### config.mk
export PLATFORM = sky130hd
export DESIGN_NAME = dmem_arbiter
export DESIGN_NICKNAME = d
export VERILOG_FILES = /design/src/rtl/dmem_arb_pkg.sv /design/src/rtl/rr_pick.sv /design/src/rtl/dmem_arbiter.sv
export SDC_FILE = /design/constraint.sdc
export NUM_CORES = 1
export LEC_CHECK = 0
export ABC_AREA = 1
export BUFFER_PORTS_ARGS = -buffer_cell sky130_fd_sc_hd__buf_4
export CAP_MARGIN = 20
export CORE_AREA = 8 8 132 134
export DETAILED_ROUTE_END_ITERATION = 8
export DIE_AREA = 0 0 140 142
export GPL_TIMING_DRIVEN = 0
export PLACE_DENSITY = 0.74
export SYNTH_ARGS = -nofsm -noshare
export SYNTH_HDL_FRONTEND = slang
export SYNTH_SLANG_ARGS = --single-unit
export TNS_END_PERCENT = 30
### constraint.sdc
create_clock -name i_clk -period 3.1 [get_ports i_clk]
set_input_delay 0.31 -clock i_clk [delete_from_list [all_inputs] [get_ports i_clk]]
set_output_delay 0.31 -clock i_clk [all_outputs]
set_load 0.1 [all_outputs]
### src/rtl/dmem_arb_pkg.sv
// Shared types and constants for the data-memory arbiter and its round-robin picker.
package dmem_arb_pkg;

  typedef enum logic [1:0] {
    IDLE  = 2'd0,
    ISSUE = 2'd1,
    WAIT  = 2'd2,
    RESP  = 2'd3
  } arb_state_e;

  localparam int          DEF_NUM_HARTS   = 3;
  localparam logic [31:0] ADDR_ALIGN_MASK = 32'hFFFF_FFFC;

endpackage

### src/rtl/rr_pick.sv
// Combinational round-robin picker: first set request at or above ptr_i, wrapping.
module rr_pick #(
  parameter int N     = 3,
  parameter int IDX_W = $clog2(N)
) (
  input  logic [N-1:0]     req_i,
  input  logic [IDX_W-1:0] ptr_i,
  output logic [N-1:0]     grant_o,
  output logic [IDX_W-1:0] idx_o,
  output logic             any_valid_o
);

  always_comb begin
    int k;
    k           = 0;
    grant_o     = '0;
    idx_o       = '0;
    any_valid_o = 1'b0;
    for (int i = 0; i < N; i++) begin
      k = (int'(ptr_i) + i) % N;
      if (!any_valid_o && req_i[k]) begin
        any_valid_o = 1'b1;
        grant_o[k]  = 1'b1;
        idx_o       = IDX_W'(k);
      end
    end
  end

endmodule

### src/rtl/dmem_arbiter.sv
// Round-robin arbiter sharing one variable-latency data-memory port between harts,
// one transaction outstanding at a time.
//
// state | meaning
// IDLE  | arbitrate; accept one hart request, latch it
// ISSUE | present registered request to memory until i_mem_ready
// WAIT  | wait for i_mem_rvalid, capture read data
// RESP  | one-cycle response pulse to the owning hart, advance rr pointer
module dmem_arbiter
  import dmem_arb_pkg::*;
#(
  parameter int NUM_HARTS = DEF_NUM_HARTS,
  parameter int IDX_W     = $clog2(NUM_HARTS)
) (
  input  logic                   i_clk,
  input  logic                   i_rst_n,
  input  logic [NUM_HARTS-1:0]   i_req_valid,
  input  logic [NUM_HARTS*32-1:0] i_req_addr,
  input  logic [NUM_HARTS-1:0]   i_req_ren,
  input  logic [NUM_HARTS-1:0]   i_req_wen,
  input  logic [NUM_HARTS*32-1:0] i_req_wdata,
  input  logic [NUM_HARTS*4-1:0] i_req_mask,
  output logic [NUM_HARTS-1:0]   o_req_ready,
  output logic [NUM_HARTS-1:0]   o_resp_valid,
  output logic [31:0]            o_resp_rdata,
  output logic                   o_resp_err,
  output logic                   o_mem_valid,
  input  logic                   i_mem_ready,
  output logic [31:0]            o_mem_addr,
  output logic                   o_mem_ren,
  output logic                   o_mem_wen,
  output logic [31:0]            o_mem_wdata,
  output logic [3:0]             o_mem_mask,
  input  logic                   i_mem_rvalid,
  input  logic [31:0]            i_mem_rdata
);

  arb_state_e       state_q, state_d;
  logic [IDX_W-1:0] rr_ptr_q, rr_ptr_d;
  logic [IDX_W-1:0] gnt_q, gnt_d;
  logic [31:0]      addr_q, addr_d;
  logic [31:0]      wdata_q, wdata_d;
  logic [31:0]      rdata_q, rdata_d;
  logic [3:0]       mask_q, mask_d;
  logic             ren_q, ren_d;
  logic             wen_q, wen_d;
  logic             err_q, err_d;

  logic [NUM_HARTS-1:0] pick_gnt;
  logic [IDX_W-1:0]     pick_idx;
  logic                 pick_any;

  logic [31:0] h_addr  [NUM_HARTS];
  logic [31:0] h_wdata [NUM_HARTS];
  logic [3:0]  h_mask  [NUM_HARTS];

  for (genvar h = 0; h < NUM_HARTS; h++) begin : g_unpack
    assign h_addr[h]  = i_req_addr[32*h +: 32];
    assign h_wdata[h] = i_req_wdata[32*h +: 32];
    assign h_mask[h]  = i_req_mask[4*h +: 4];
  end

  rr_pick #(
    .N     (NUM_HARTS),
    .IDX_W (IDX_W)
  ) u_rr_pick (
    .req_i       (i_req_valid),
    .ptr_i       (rr_ptr_q),
    .grant_o     (pick_gnt),
    .idx_o       (pick_idx),
    .any_valid_o (pick_any)
  );

  always_comb begin
    state_d  = state_q;
    rr_ptr_d = rr_ptr_q;
    gnt_d    = gnt_q;
    addr_d   = addr_q;
    wdata_d  = wdata_q;
    rdata_d  = rdata_q;
    mask_d   = mask_q;
    ren_d    = ren_q;
    wen_d    = wen_q;
    err_d    = err_q;
    case (state_q)
      IDLE: begin
        if (pick_any) begin
          gnt_d   = pick_idx;
          addr_d  = h_addr[pick_idx] & ADDR_ALIGN_MASK;
          wdata_d = h_wdata[pick_idx];
          mask_d  = h_mask[pick_idx];
          ren_d   = i_req_ren[pick_idx];
          wen_d   = i_req_wen[pick_idx];
          rdata_d = '0;
          // Both or neither enable set is answered locally without touching memory.
          err_d   = (i_req_ren[pick_idx] == i_req_wen[pick_idx]);
          state_d = err_d ? RESP : ISSUE;
        end
      end
      ISSUE: begin
        if (i_mem_ready) state_d = WAIT;
      end
      WAIT: begin
        if (i_mem_rvalid) begin
          rdata_d = ren_q ? i_mem_rdata : '0;
          err_d   = 1'b0;
          state_d = RESP;
        end
      end
      RESP: begin
        rr_ptr_d = (gnt_q == IDX_W'(NUM_HARTS - 1)) ? '0 : gnt_q + IDX_W'(1);
        state_d  = IDLE;
      end
      default: state_d = IDLE;
    endcase
  end

  always_ff @(posedge i_clk or negedge i_rst_n) begin
    if (!i_rst_n) begin
      state_q  <= IDLE;
      rr_ptr_q <= '0;
      gnt_q    <= '0;
      addr_q   <= '0;
      wdata_q  <= '0;
      rdata_q  <= '0;
      mask_q   <= '0;
      ren_q    <= 1'b0;
      wen_q    <= 1'b0;
      err_q    <= 1'b0;
    end else begin
      state_q  <= state_d;
      rr_ptr_q <= rr_ptr_d;
      gnt_q    <= gnt_d;
      addr_q   <= addr_d;
      wdata_q  <= wdata_d;
      rdata_q  <= rdata_d;
      mask_q   <= mask_d;
      ren_q    <= ren_d;
      wen_q    <= wen_d;
      err_q    <= err_d;
    end
  end

  logic in_issue, in_resp;
  assign in_issue = (state_q == ISSUE);
  assign in_resp  = (state_q == RESP);

  // Ready is gated by reset so a hart holding valid sees nothing while reset is low.
  assign o_req_ready  = (i_rst_n && state_q == IDLE) ? pick_gnt : '0;

  assign o_mem_valid  = in_issue;
  assign o_mem_addr   = in_issue ? addr_q  : '0;
  assign o_mem_ren    = in_issue & ren_q;
  assign o_mem_wen    = in_issue & wen_q;
  assign o_mem_wdata  = in_issue ? wdata_q : '0;
  assign o_mem_mask   = in_issue ? mask_q  : '0;

  assign o_resp_valid = in_resp ? (NUM_HARTS'(1) << gnt_q) : '0;
  assign o_resp_rdata = in_resp ? rdata_q : '0;
  assign o_resp_err   = in_resp & err_q;

endmodule

# Word level (Yosys, flattened, before mapping)
# Cells that the tools add are included.
[totals] elab_cells=108 in_bits=249 regBits=107
[op_classes] div_mod_pow=3 magnitude_cmp=8 n_mux=56 n_addsub=3 n_bitwise=6 reduce_logical=13 n_eq_ne=8 shift=1
[op_table] operator="$mux W32" count=10
[op_table] operator="$bmux W32 S2" count=2
[op_table] operator="$ge A32 B1 Y1 const B" count=3
[op_table] operator="$lt A32 B4 Y1 const B" count=3
[op_table] operator="$mod A32 B3 Y32 const B" count=2
[op_table] operator="$pmux W32 S2" count=1
[op_table] operator="$mod A3 B3 Y32 const B" count=1
[op_table] operator="$mux W1" count=16
[op_table] operator="$mux W2" count=8
[op_table] operator="$mux W3" count=5
[op_table] operator="$mux W4" count=3
[op_table] operator="$bmux W1 S2" count=5
[op_table] operator="$bmux W4 S2" count=1
[op_table] operator="$pmux W2 S4" count=1
[op_table] operator="$demux W1 S2" count=3
[op_table] operator="$eq A2 B2 Y1 const B" count=3
[op_table] operator="$logic_and A1 B1 Y1" count=6
[op_table] operator="$ne A2 B2 Y1 const B" count=3
[op_table] operator="$or A3 B3 Y3" count=2
[op_table] operator="$reduce_and A3 Y1" count=2
[op_table] operator="$add A2 B1 Y3 const B" count=1
[op_table] operator="$add A2 B2 Y3 const B" count=1
[op_table] operator="$and A1 B1 Y1" count=3
[op_table] operator="$ge A3 B3 Y1 const B" count=1
[op_table] operator="11 further kinds" count=12

# Longest topological paths before layout
[logic_depth] word_depth=17 mapped_depth=18

# Modules after synthesis
# A second synthesis with hierarchy kept.
[hier_totals] hier_cells=1004 hier_area_um2=6764.0
[modules_own_cells] module="dmem_arbiter" cells_per_inst=943 seq_area_each_um2=2677.6 n_inst=1 area_each_um2=6443.7
[modules_own_cells] module="rr_pick" cells_per_inst=61 seq_area_each_um2=0.0 n_inst=1 area_each_um2=320.3

# Least setup slack after synthesis
# OpenSTA, ideal clock, no wires.
[synth_timing] kind="register to output" from="register rr_ptr_q[0]" to="output port o_req_ready[1]" n_path_buf=0 arrival_time_ps=2811 t_required_ps=2790 stages_incl_launch_ff=11 setup_slack_ps=-21 cell_sequence="dfrtp_1 inv_1 ha_1 inv_2 nand2_1 nand3_1 nand2_1 nand2_1 a21oi_1 nand2_1 a21oi_1"
[synth_between] elab_chain_cells=12 word_cells_on_any_way=41
[synth_rtl] element="start, declared" line="dmem_arbiter.sv:39" source="logic [IDX_W-1:0] rr_ptr_q, rr_ptr_d;"
[synth_rtl] element="start signal, assigned" line="dmem_arbiter.sv:132" source="rr_ptr_q <= rr_ptr_d;"
[synth_rtl] element="branches (longest 10 deep; another with $mod A32 B3 Y32)"
[synth_rtl] element="$mux W3 *" line="rr_pick.sv:21" source="if (!any_valid_o && req_i[k]) begin"
[synth_rtl] element="$mux W3 *" line="dmem_arbiter.sv:149" source="assign o_req_ready = (i_rst_n && state_q == IDLE) ? pick_gnt : '0;"
[synth_rtl] element="end, declared" line="dmem_arbiter.sv:23" source="output logic [NUM_HARTS-1:0] o_req_ready,"
# Every way passes the cells marked *. The select of a mux whose other input is x is not followed.

# Worst setup path after layout
[layout_timing] from="register state_q[1]" to="output port o_mem_mask[0]"
[layout_between] elab_chain_cells=2
[layout_rtl] element="start, declared" line="dmem_arbiter.sv:38" source="arb_state_e state_q, state_d;"
[layout_rtl] element="start signal, assigned" line="dmem_arbiter.sv:131" source="state_q <= state_d;"
[layout_rtl] element="$eq A2 B1 Y1" line="dmem_arbiter.sv:145" source="assign in_issue = (state_q == ISSUE);"
[layout_rtl] element="$mux W4" line="dmem_arbiter.sv:156" source="assign o_mem_mask = in_issue ? mask_q : '0;"
[layout_rtl] element="end, declared" line="dmem_arbiter.sv:33" source="output logic [3:0] o_mem_mask,"
# Every way passes these cells.

==> impl_results.md <==
* Seq cells post-synth at 107
* Die Span Y at 142 microns
* Largest net degree at the start of global routing at 70
* Seq/Total Area, Yosys at 0.4100
* Setup TNS at 0 ns
* RSZ-0062 raised after global routing: no
* Diodes inserted at 0
* Initial DRT Pass Iterations at 5
* Clk Latency, worst-skew pair at 0.36 ns
* CTS tree: yes
* Ys Warns at 0
* Total die area at 19,880 sq um
* Mapped Area at 6530 sq um
* Run status: complete, no violations
* Critical path arrival at 2.55 ns
* Worst Hold Path Cells at 3
* Die width at 140 microns
* Clk root buf: clkbuf_16
* Kind of critical path: flip-flop to output port
* Distinct cell type count after synthesis at 27
* DP HPWL at 21.85 mm
* Worst Skew at 0.007182 ns
* Least-Margin Pin Slew at 0.5157 ns
* Final core utilization at 0.6340
* Routability cong. at 0.8948
* Crit. End Element: output port
* # nets final at 1,553
* R2R Path End: addr_q[10]
* CTS Sinks at 107
* Final hold vios at 0
* Detail Route Antenna Nets at 0
* Average vias per placed instance at 5.042
* GRT Overall Usage at 0.2651
* Final Setup Violations at 0
* Syn avg cell area at 7.014 sq um
* Number of global-route vias before repair at 7,633
* Min Clock Period, post-route at 2.863 ns
* Hold path startpoint: i_mem_rdata[4]
* Hold crit path type: input pin to flip-flop
* Layout area overhead at 49.76%
* Post-Syn Instances at 931
* Clock slew at reported path FFs at 0.07 ns
* Most frequent cells in the layout: buf_4 (362), nand2_1 (270), inv_1 (121)
* Num rows at 46
* Critical path launch point type: flip-flop
* # IOs at 359
* Static leakage at 5.665 nW
* PortBufs at 350
* Fmax at 0.3493 GHz
* Initial antenna violation count at 1
* Top cells by area, synth: dfrtp_1 (41%), nand2_1 (16%), nand3_1 (8.7%)
* Final-report max-slew violation count at 0
* CTS Buffer Depth at 2
* Global route overflow at 0
* Slew headroom at 0.6562
* Worst vdd ir at 689.3 uV
* Share of the synthesized area in the top cell type at 0.4100
* Leading area contributor after synthesis: dfrtp_1
* Max_cap viols at 0
* Worst R2R Start: rr_ptr_q[0]
* Drt wl/cell at 18.17 microns
* Reg2Reg Depth at 14
* R2r setup slk at 0.55 ns
* WHS Endpoint: rdata_q[4]
* Initial drt markers at 366
* Pwr Density at 1275 nW/um^2
* Total core area at 15,420 sq um
* H-tree levels at 3
* Worst EP required at 2.79 ns
* Commonest non-fill, non-tap cell in the layout: buf_4
* Detailed-route DRC error count at 0
* Drt total wl at 27.12 mm
* Final worst path period share at 0.9235
* Layout cell share with drive strength beyond 1 at 0.3246
* Via count at 7,522
* First-pass GRT wire length at 40.99 mm
* CP Max Fanout at 10
* Cts bufs inserted at 9
* Initial Util at 0.4233
## layout make-up
cell class | instances | area (sq um)
Sequential cell | 107 | 2678
Fill cell | 1454 | 5645
Multi-Input combinational cell | 631 | 3005
Clock inverter | 4 | 72.57
Clock buffer | 12 | 256.5
Tap cell | 192 | 240.2
Timing Repair Buffer | 352 | 2669
Inverter | 129 | 484.2
Buffer | 65 | 374.1
## per-layer routing
metal / vias up / wire length (microns) / GRT usage
met4: 2 / 779 / 0.09829
met3: 45 / 2409 / 0.08923
li1: 3705 / - / -
met2: 281 / 13510 / 0.4632
met1: 3489 / 10410 / 0.2951
met5: - / 13 / 0
## registers in the layout, summed over array words and instances, names as in the netlist
| signal | cells |
|---|---|
| state_q | 2 |
| err_q | 1 |
| wen_q | 1 |
| wdata_q | 32 |
| mask_q | 4 |
| ren_q | 1 |
| rr_ptr_q | 2 |
| rdata_q | 32 |
| gnt_q | 2 |
| addr_q | 30 |
## cell families after synthesis
family,share of synthesized area
fa+ha+maj,0.01724
other cells,0.0005743
buf+inv,0.1309
simple gates,0.2976
compound gates,0.1437
flops,0.4100
## stage by stage
| stage | setup slack (ns) | total power [mW] | hold WS, ns | instance area [sq um] | std cells |
|---|---|---|---|---|---|
| 3_3_place_gp | 0.2245 | 11.07 | 0.4609 | 9405 | 1474 |
| 3_5_place_dp | 0.2012 | 11.19 | 0.2517 | 9437 | 1475 |
| 5_1_grt | 0.07794 | 13.33 | 0.1793 | 9779 | 1492 |
| 2_1_floorplan | 0.02458 | 8.901 | 0.01441 | 6538 | 932 |
| 6_report | 0.2373 | 12.47 | 0.1786 | 9779 | 1492 |
| 4_1_cts | 0.06284 | 12.52 | 0.1679 | 9778 | 1492 |
## critical path: stages, from the launching register on
cell      delay (ns)
dfrtp_1         0.42
inv_1           0.12
ha_1            0.20
clkbuf_1        0.37
clkbuf_2        0.34
buf_2           0.31
nand2_1         0.08
inv_1           0.07
buf_4           0.30
## worst max path at each step
stage / startpoint / endpoint / slack, ns / cells past startpoint
6_report: state_q[1] / o_mem_mask[0] / 0.24 / 8
5_1_grt: state_q[1] / o_mem_wdata[19] / 0.08 / 8
4_1_cts: state_q[1] / o_mem_wdata[17] / 0.06 / 8
3_5_place_dp: state_q[1] / o_mem_wdata[29] / 0.20 / 8
3_3_place_gp: state_q[1] / o_mem_wdata[29] / 0.22 / 8
2_1_floorplan: state_q[1] / o_mem_mask[0] / 0.02 / 7
## Yosys cell counts (all sizes together)
library cell  count
a21oi             6
a31oi             2
buf              42
clkbuf           23
conb              1
dfrtp           107
ha                9
inv             129
nand2           275
nand3           114
nand4             2
nor2             76
nor3              1
o211ai           67
o21ai            74
o22ai             3
## power by group
part           leakage [nW]  internal, mW  switching, mW
combinational          4.14          2.42           6.35
clock                 0.159         0.752          0.536
sequential             1.36          2.07          0.348
## what timing repair did
item / in CTS / in global routing
setup buffers: 0 / 0
endpoints found under the hold margin: 39 / 0
setup endpoints to repair: 20 / 10
hold buffers: 1 / 0
resized for setup: 2 / 2
No activity file was read; power rests on OpenSTA's default activity.
